`src/rtl/dff_bank_arbiter.sv`:
```
// Round-robin arbiter that owns a shared WIDTH-bit register. One requester at a
// time holds a registered one-hot grant and writes its data into the register.
// A hold limit forces rotation when others are waiting.
module dff_bank_arbiter #(
    parameter int unsigned NREQ     = 4,
    parameter int unsigned WIDTH    = 8,
    parameter int unsigned MAX_HOLD = 4
) (
    input  logic                    clk,
    input  logic                    rst,
    input  logic [NREQ-1:0]         req,
    input  logic [NREQ*WIDTH-1:0]   wdata,
    output logic [NREQ-1:0]         gnt,
    output logic [$clog2(NREQ)-1:0] owner,
    output logic                    busy,
    output logic [WIDTH-1:0]        q,
    output logic                    q_valid,
    output logic                    preempt
);

    localparam int unsigned IdxW  = $clog2(NREQ);
    localparam int unsigned HoldW = $clog2(MAX_HOLD + 1);

    typedef enum logic [0:0] {StIdle, StOwn} state_e;

    state_e            state_q, state_d;
    logic [NREQ-1:0]   gnt_q, gnt_d;
    logic [IdxW-1:0]   owner_q, owner_d;
    logic [IdxW-1:0]   ptr_q, ptr_d;
    logic [HoldW-1:0]  hold_q, hold_d;
    logic [WIDTH-1:0]  q_q, q_d;
    logic              q_valid_q, q_valid_d;
    logic              preempt_q, preempt_d;

    logic [NREQ-1:0]   cand;
    logic              others;
    logic              at_limit;
    logic [IdxW-1:0]   next_ptr;
    logic [IdxW-1:0]   sel_base;
    logic [IdxW-1:0]   sel_idx;
    logic [NREQ-1:0]   sel_onehot;

    // First set bit of r scanning base, base+1, ... with wrap-around.
    function automatic logic [IdxW-1:0] rr_pick(input logic [NREQ-1:0] r,
                                                input logic [IdxW-1:0] base);
        logic [IdxW-1:0] res;
        logic [IdxW-1:0] cur;
        logic            found;
        int unsigned     idx;
        res   = base;
        found = 1'b0;
        for (int unsigned k = 0; k < NREQ; k++) begin
            idx = (32'(base) + k) % NREQ;
            cur = IdxW'(idx);
            if (!found && r[cur]) begin
                found = 1'b1;
                res   = cur;
            end
        end
        return res;
    endfunction

    // Candidate selection: the current owner never competes for its own handover.
    always_comb begin
        cand       = req & ~gnt_q;
        others     = |cand;
        at_limit   = (32'(hold_q) + 32'd1) >= MAX_HOLD;
        next_ptr   = (32'(owner_q) == NREQ - 1) ? '0 : owner_q + 1'b1;
        sel_base   = (state_q == StIdle) ? ptr_q : next_ptr;
        sel_idx    = rr_pick(cand, sel_base);
        sel_onehot = {{(NREQ-1){1'b0}}, 1'b1} << sel_idx;
    end

    // Next-state logic for ownership, rr pointer, hold counter and shared register.
    always_comb begin
        state_d   = state_q;
        gnt_d     = gnt_q;
        owner_d   = owner_q;
        ptr_d     = ptr_q;
        hold_d    = hold_q;
        q_d       = q_q;
        q_valid_d = q_valid_q;
        preempt_d = 1'b0;
        case (state_q)
            StIdle: begin
                if (others) begin
                    state_d = StOwn;
                    owner_d = sel_idx;
                    gnt_d   = sel_onehot;
                    hold_d  = '0;
                end
            end
            StOwn: begin
                if (req[owner_q]) begin
                    q_d       = wdata[32'(owner_q)*WIDTH +: WIDTH];
                    q_valid_d = 1'b1;
                    if (at_limit && others) begin
                        // Forced rotation: last write lands, ownership moves on.
                        ptr_d     = next_ptr;
                        owner_d   = sel_idx;
                        gnt_d     = sel_onehot;
                        hold_d    = '0;
                        preempt_d = 1'b1;
                    end else if (32'(hold_q) < MAX_HOLD) begin
                        hold_d = hold_q + 1'b1;
                    end
                end else begin
                    ptr_d  = next_ptr;
                    hold_d = '0;
                    if (others) begin
                        owner_d = sel_idx;
                        gnt_d   = sel_onehot;
                    end else begin
                        state_d = StIdle;
                        gnt_d   = '0;
                    end
                end
            end
            default: begin
                state_d = StIdle;
                gnt_d   = '0;
            end
        endcase
    end

    // State registers with synchronous reset overriding any transfer.
    always_ff @(posedge clk) begin
        if (rst) begin
            state_q   <= StIdle;
            gnt_q     <= '0;
            owner_q   <= '0;
            ptr_q     <= '0;
            hold_q    <= '0;
            q_q       <= '0;
            q_valid_q <= 1'b0;
            preempt_q <= 1'b0;
        end else begin
            state_q   <= state_d;
            gnt_q     <= gnt_d;
            owner_q   <= owner_d;
            ptr_q     <= ptr_d;
            hold_q    <= hold_d;
            q_q       <= q_d;
            q_valid_q <= q_valid_d;
            preempt_q <= preempt_d;
        end
    end

    assign gnt     = gnt_q;
    assign owner   = owner_q;
    assign busy    = (state_q == StOwn);
    assign q       = q_q;
    assign q_valid = q_valid_q;
    assign preempt = preempt_q;

endmodule
```
`config.mk`:
```
export PLATFORM = sky130hd
export DESIGN_NAME = dff_bank_arbiter
export DESIGN_NICKNAME = d
export VERILOG_FILES = /design/src/rtl/dff_bank_arbiter.sv
export SDC_FILE = /design/constraint.sdc
export NUM_CORES = 1
export LEC_CHECK = 0
export ABC_AREA = 1
export CORE_ASPECT_RATIO = 1.1
export CORE_UTILIZATION = 41
export CTS_CLUSTER_DIAMETER = 120
export DETAILED_ROUTE_END_ITERATION = 8
export GPL_ROUTABILITY_DRIVEN = 0
export PLACE_DENSITY = 0.86
export SLEW_MARGIN = 15
export SYNTH_ARGS = -nofsm -noshare
export SYNTH_HDL_FRONTEND = slang
export SYNTH_SLANG_ARGS = --single-unit
```
`constraint.sdc`:
```
create_clock -name clk -period 1.9 [get_ports clk]
set_input_delay 0.38 -clock clk [delete_from_list [all_inputs] [get_ports clk]]
set_output_delay 0.38 -clock clk [all_outputs]
set_load 0.01 [all_outputs]
```
==> Flow_metrics.wiki <==
{| class="wikitable"
! Metric !! Value
|-
| Syn_area_per_cell || approximately 6.4 µm²
|-
| Area share of the largest cell type after synthesis || 28.0%
|-
| Global-route total usage across every layer || approximately a quarter
|-
| Count of port buffers added during placement || 54
|-
| Seq. cell area || between 400 and 500 µm²
|-
| CTS clock-pin slew for the worst setup and hold paths || approximately 0.080 ns
|-
| Final-report setup violation count || 5
|-
| Via count || just under 2k
|-
| Rows || 23
|-
| IR Drop Worst-Case VDD || 702 µV
|-
| Number of levels the H-tree was split into || 1
|-
| Average via count per standard cell || roughly 5
|-
| Final Critical Period || 1.97 ns
|-
| Clock tree from TritonCTS || built
|-
| Post-route core utilization || approximately three quarters
|-
| Proportion of synthesized chip area in sequential cells || between 20% and 30%
|-
| Flop and latch count out of synthesis || 22
|-
| Part of the cycle the worst path needs || 104%
|-
| Share of flip-flops with an asynchronous set or reset after synthesis || 0%
|-
| CP Launch Type || input pin
|-
| Effective utilization at floorplan || ~43%
|-
| Post-CTS Hold Fix Bufs || 0
|-
| Critical path data arrival time || approximately 2.2 ns
|-
| Final-report max-slew violation count || 0
|-
| Count of maximum capacitance violations || 0
|-
| Maximum buffer depth of the clock tree || 2
|-
| CP max FO || 5
|-
| Root Buffer Master || sky130_fd_sc_hd__clkbuf_8
|-
| Multi-input gate area || about 1200 µm²
|-
| Worst Hold Class || flip-flop to flip-flop
|-
| Achievable clock frequency || 507 MHz
|-
| Total inserted antenna cells || 0
|-
| Post-route ant nets || 0
|-
| Final hold violation count || 0
|-
| Number of nets in the finished design || 372
|-
| Initial detailed-routing violation count || approximately 110
|-
| Remaining max-slew budget at the tightest pin || roughly 68%
|-
| Pin count of the biggest net entering global routing || 21
|-
| Floorplan die width || between 60 and 70 µm
|-
| Core area || ~3700 µm²
|-
| Unique masters post-synth || 32
|-
| Signed area change from the synthesized netlist to the final layout || 72.0%
|-
| Count leader, synth || sky130_fd_sc_hd__nor2_1
|-
| Routed WL per cell || ~13 µm
|-
| Power density cells || between 1500 and 2000 nW/µm²
|-
| Total congestion overflow after global routing || 0
|-
| Clock Latency Late Sink || approximately 0.26 ns
|-
| Area of the die || 4080 µm²
|-
| Violated checks || negative setup slack
|-
| 1st-pass router iterations || 4
|-
| Post-DP HPWL || 3.40 mm
|-
| Number of buffers created by CTS || 3
|-
| Unrepaired setup endpoints after global routing || yes
|-
| Ranking of synthesized cells by instance count || sky130_fd_sc_hd__nor2_1, sky130_fd_sc_hd__nand2_1, sky130_fd_sc_hd__nand3_1
|-
| Critical Path RT || 2.11 ns
|-
| Total nets after synthesis || around 290
|-
| Routed Wire Length || a little under 5 mm
|-
| # DRC || 0
|-
| Clock Skew || between 0.003 and 0.004 ns
|-
| Vias in the first global route || between 1.5k and 2k
|-
| DIE HEIGHT || about 67 µm
|-
| Status || complete, but fails checks
|-
| Wire length of the first global-routing pass || 7.40 mm
|-
| Transition at the pin with the smallest max-transition slack || ~0.48 ns
|-
| Biggest area consumer among synthesized cells || sky130_fd_sc_hd__dfxtp_1
|-
| Initial antenna violation count || 0
|-
| Number of placed instances with taps included || approximately 370
|-
| Cell area after technology mapping || 1570 µm²
|-
| Filler Cell Count || between 200 and 300
|-
| Fraction of final layout cells with drive strength greater than 1 || around a third
|-
| Number of warnings printed during yosys synthesis || 0
|-
| Number of clock sinks || 22
|-
| Top area cells in the synthesized netlist || sky130_fd_sc_hd__dfxtp_1, sky130_fd_sc_hd__nor2_1, sky130_fd_sc_hd__nand2_1
|-
| Post-synth EDFFs || 0
|-
| Worst hold margin || 0.476 ns
|-
| I/O pin cnt || 55
|-
| Most used DFF post-synth || sky130_fd_sc_hd__dfxtp_1
|-
| Final worst-path setup slack || -0.0711 ns
|-
| Final Instance Count excl. Fillers || 381
|-
| Critical path start-end classification || input pin to flip-flop
|-
| Synth Instances || 245
|-
| Sort of element at the end of the critical path || flip-flop
|-
| Lkg Pwr || around 0.0012 µW
|}
-- worst paths after layout --
path                           to                  start  cells past startpoint  slack, ns
min reg2reg  q_valid$_SDFFE_PP0P_   q_valid$_SDFFE_PP0P_                      1       0.48
max           gnt[1]$_SDFFE_PP0P_                 req[0]                     14      -0.07
max reg2reg   gnt[1]$_SDFFE_PP0P_  owner[0]$_SDFFE_PP0P_                     15      -0.03
min          q_valid$_SDFFE_PP0P_   q_valid$_SDFFE_PP0P_                      1       0.48
-- metal layers --
| layer | up-vias | global-route usage (%) | share of wire [%] |
|---|---|---|---|
| met2 | 66 | 44.9 | 52 |
| met1 | 891 | 24.7 | 41 |
| met4 | 0 | 8.81 | 2.4 |
| met5 | - | 0 | 0 |
| li1 | 987 | - | - |
| met3 | 12 | 5.05 | 4.8 |
-- per-stage QoR --
| stage | power [µW] | area, µm² | setup TNS [ns] | setup slack, ns |
|---|---|---|---|---|
| 3_3_place_gp | 3030 | 2330 | -4.18 | -0.294 |
| 5_1_grt | 4420 | 2700 | -0.850 | -0.158 |
| 2_1_floorplan | 2170 | 1570 | 0 | 0.0925 |
| 4_1_cts | 3690 | 2480 | 0 | 0.00175 |
| 3_5_place_dp | 3080 | 2330 | -4.87 | -0.311 |
| 6_report | 4110 | 2700 | -0.183 | -0.0711 |
-- final cells by class --
cell class / count / share of cell area (%)
clock buffers: 3 / 1.53
clock inverters: 1 / 1.11
inverters: 23 / 3.33
multi-input cells: 192 / 44.3
flip-flops and latches: 22 / 16.4
well taps: 50 / 2.32
repair buffers: 90 / 31.0
-- cell usage in the layout, fill, tap and decap left out, drive strengths merged --
cell type and instances:
buf 36, or2 2, o221ai 1, nor2 53, nor3 1, o211a 1
clkbuf 3, nand2 59, xor2 2, dfxtp 22, nand3 25, o211ai 2
o21ai 22, a31oi 2, ha 2, o32ai 8, o21a 1, nand4 3
clkdlybuf4s50 51, clkinv 1, a21oi 8, inv 22, bufinv 1, dlymetal6s2s 3
-- kinds of logic (layout without fill, tap and decap cells) --
logic type      Yosys count  in the layout  share of synthesized area, %
simple gates            143            143                          43.3
compound gates           45             45                          17.7
fa+ha+maj                 2              2                          1.59
flops                    22             22                          28.0
xor+xnor                  2              2                          1.12
buf+inv                  31            117                          8.21
-- critical path, stage by stage --
cell                              delay, ns
sky130_fd_sc_hd__clkdlybuf4s50_1       0.45
sky130_fd_sc_hd__inv_1                 0.06
sky130_fd_sc_hd__nor2_2                0.16
sky130_fd_sc_hd__nand3_1               0.13
sky130_fd_sc_hd__nand2_2               0.11
sky130_fd_sc_hd__nand2_2               0.07
sky130_fd_sc_hd__nand2_4               0.12
sky130_fd_sc_hd__buf_6                 0.10
sky130_fd_sc_hd__nand3_1               0.05
sky130_fd_sc_hd__nand2_1               0.08
sky130_fd_sc_hd__nand2_2               0.09
sky130_fd_sc_hd__a21oi_2               0.22
sky130_fd_sc_hd__nand3_2               0.10
sky130_fd_sc_hd__nand2_1               0.06
-- registers in the layout, summed over array words and instances, names as in the netlist --
register	flops
busy	1
q_valid	1
q	8
owner	2
gnt	4
preempt	1
ptr_q	2
hold_q	3
-- power by group --
part           total, µW  internal [µW]  switching (µW)
combinational       2970           1330            1640
clock                434            281             153
sequential           711            601             110
total               4110           2210            1900
-- what timing repair did --
item                                    in CTS  in global routing
endpoints found under the setup margin      11                 20
buffers inserted                             2                  8
resized for setup                           21                 44
endpoints found under the hold margin        0                  0
pin swaps                                    9                 32
Power figures use the tool's default switching activity.
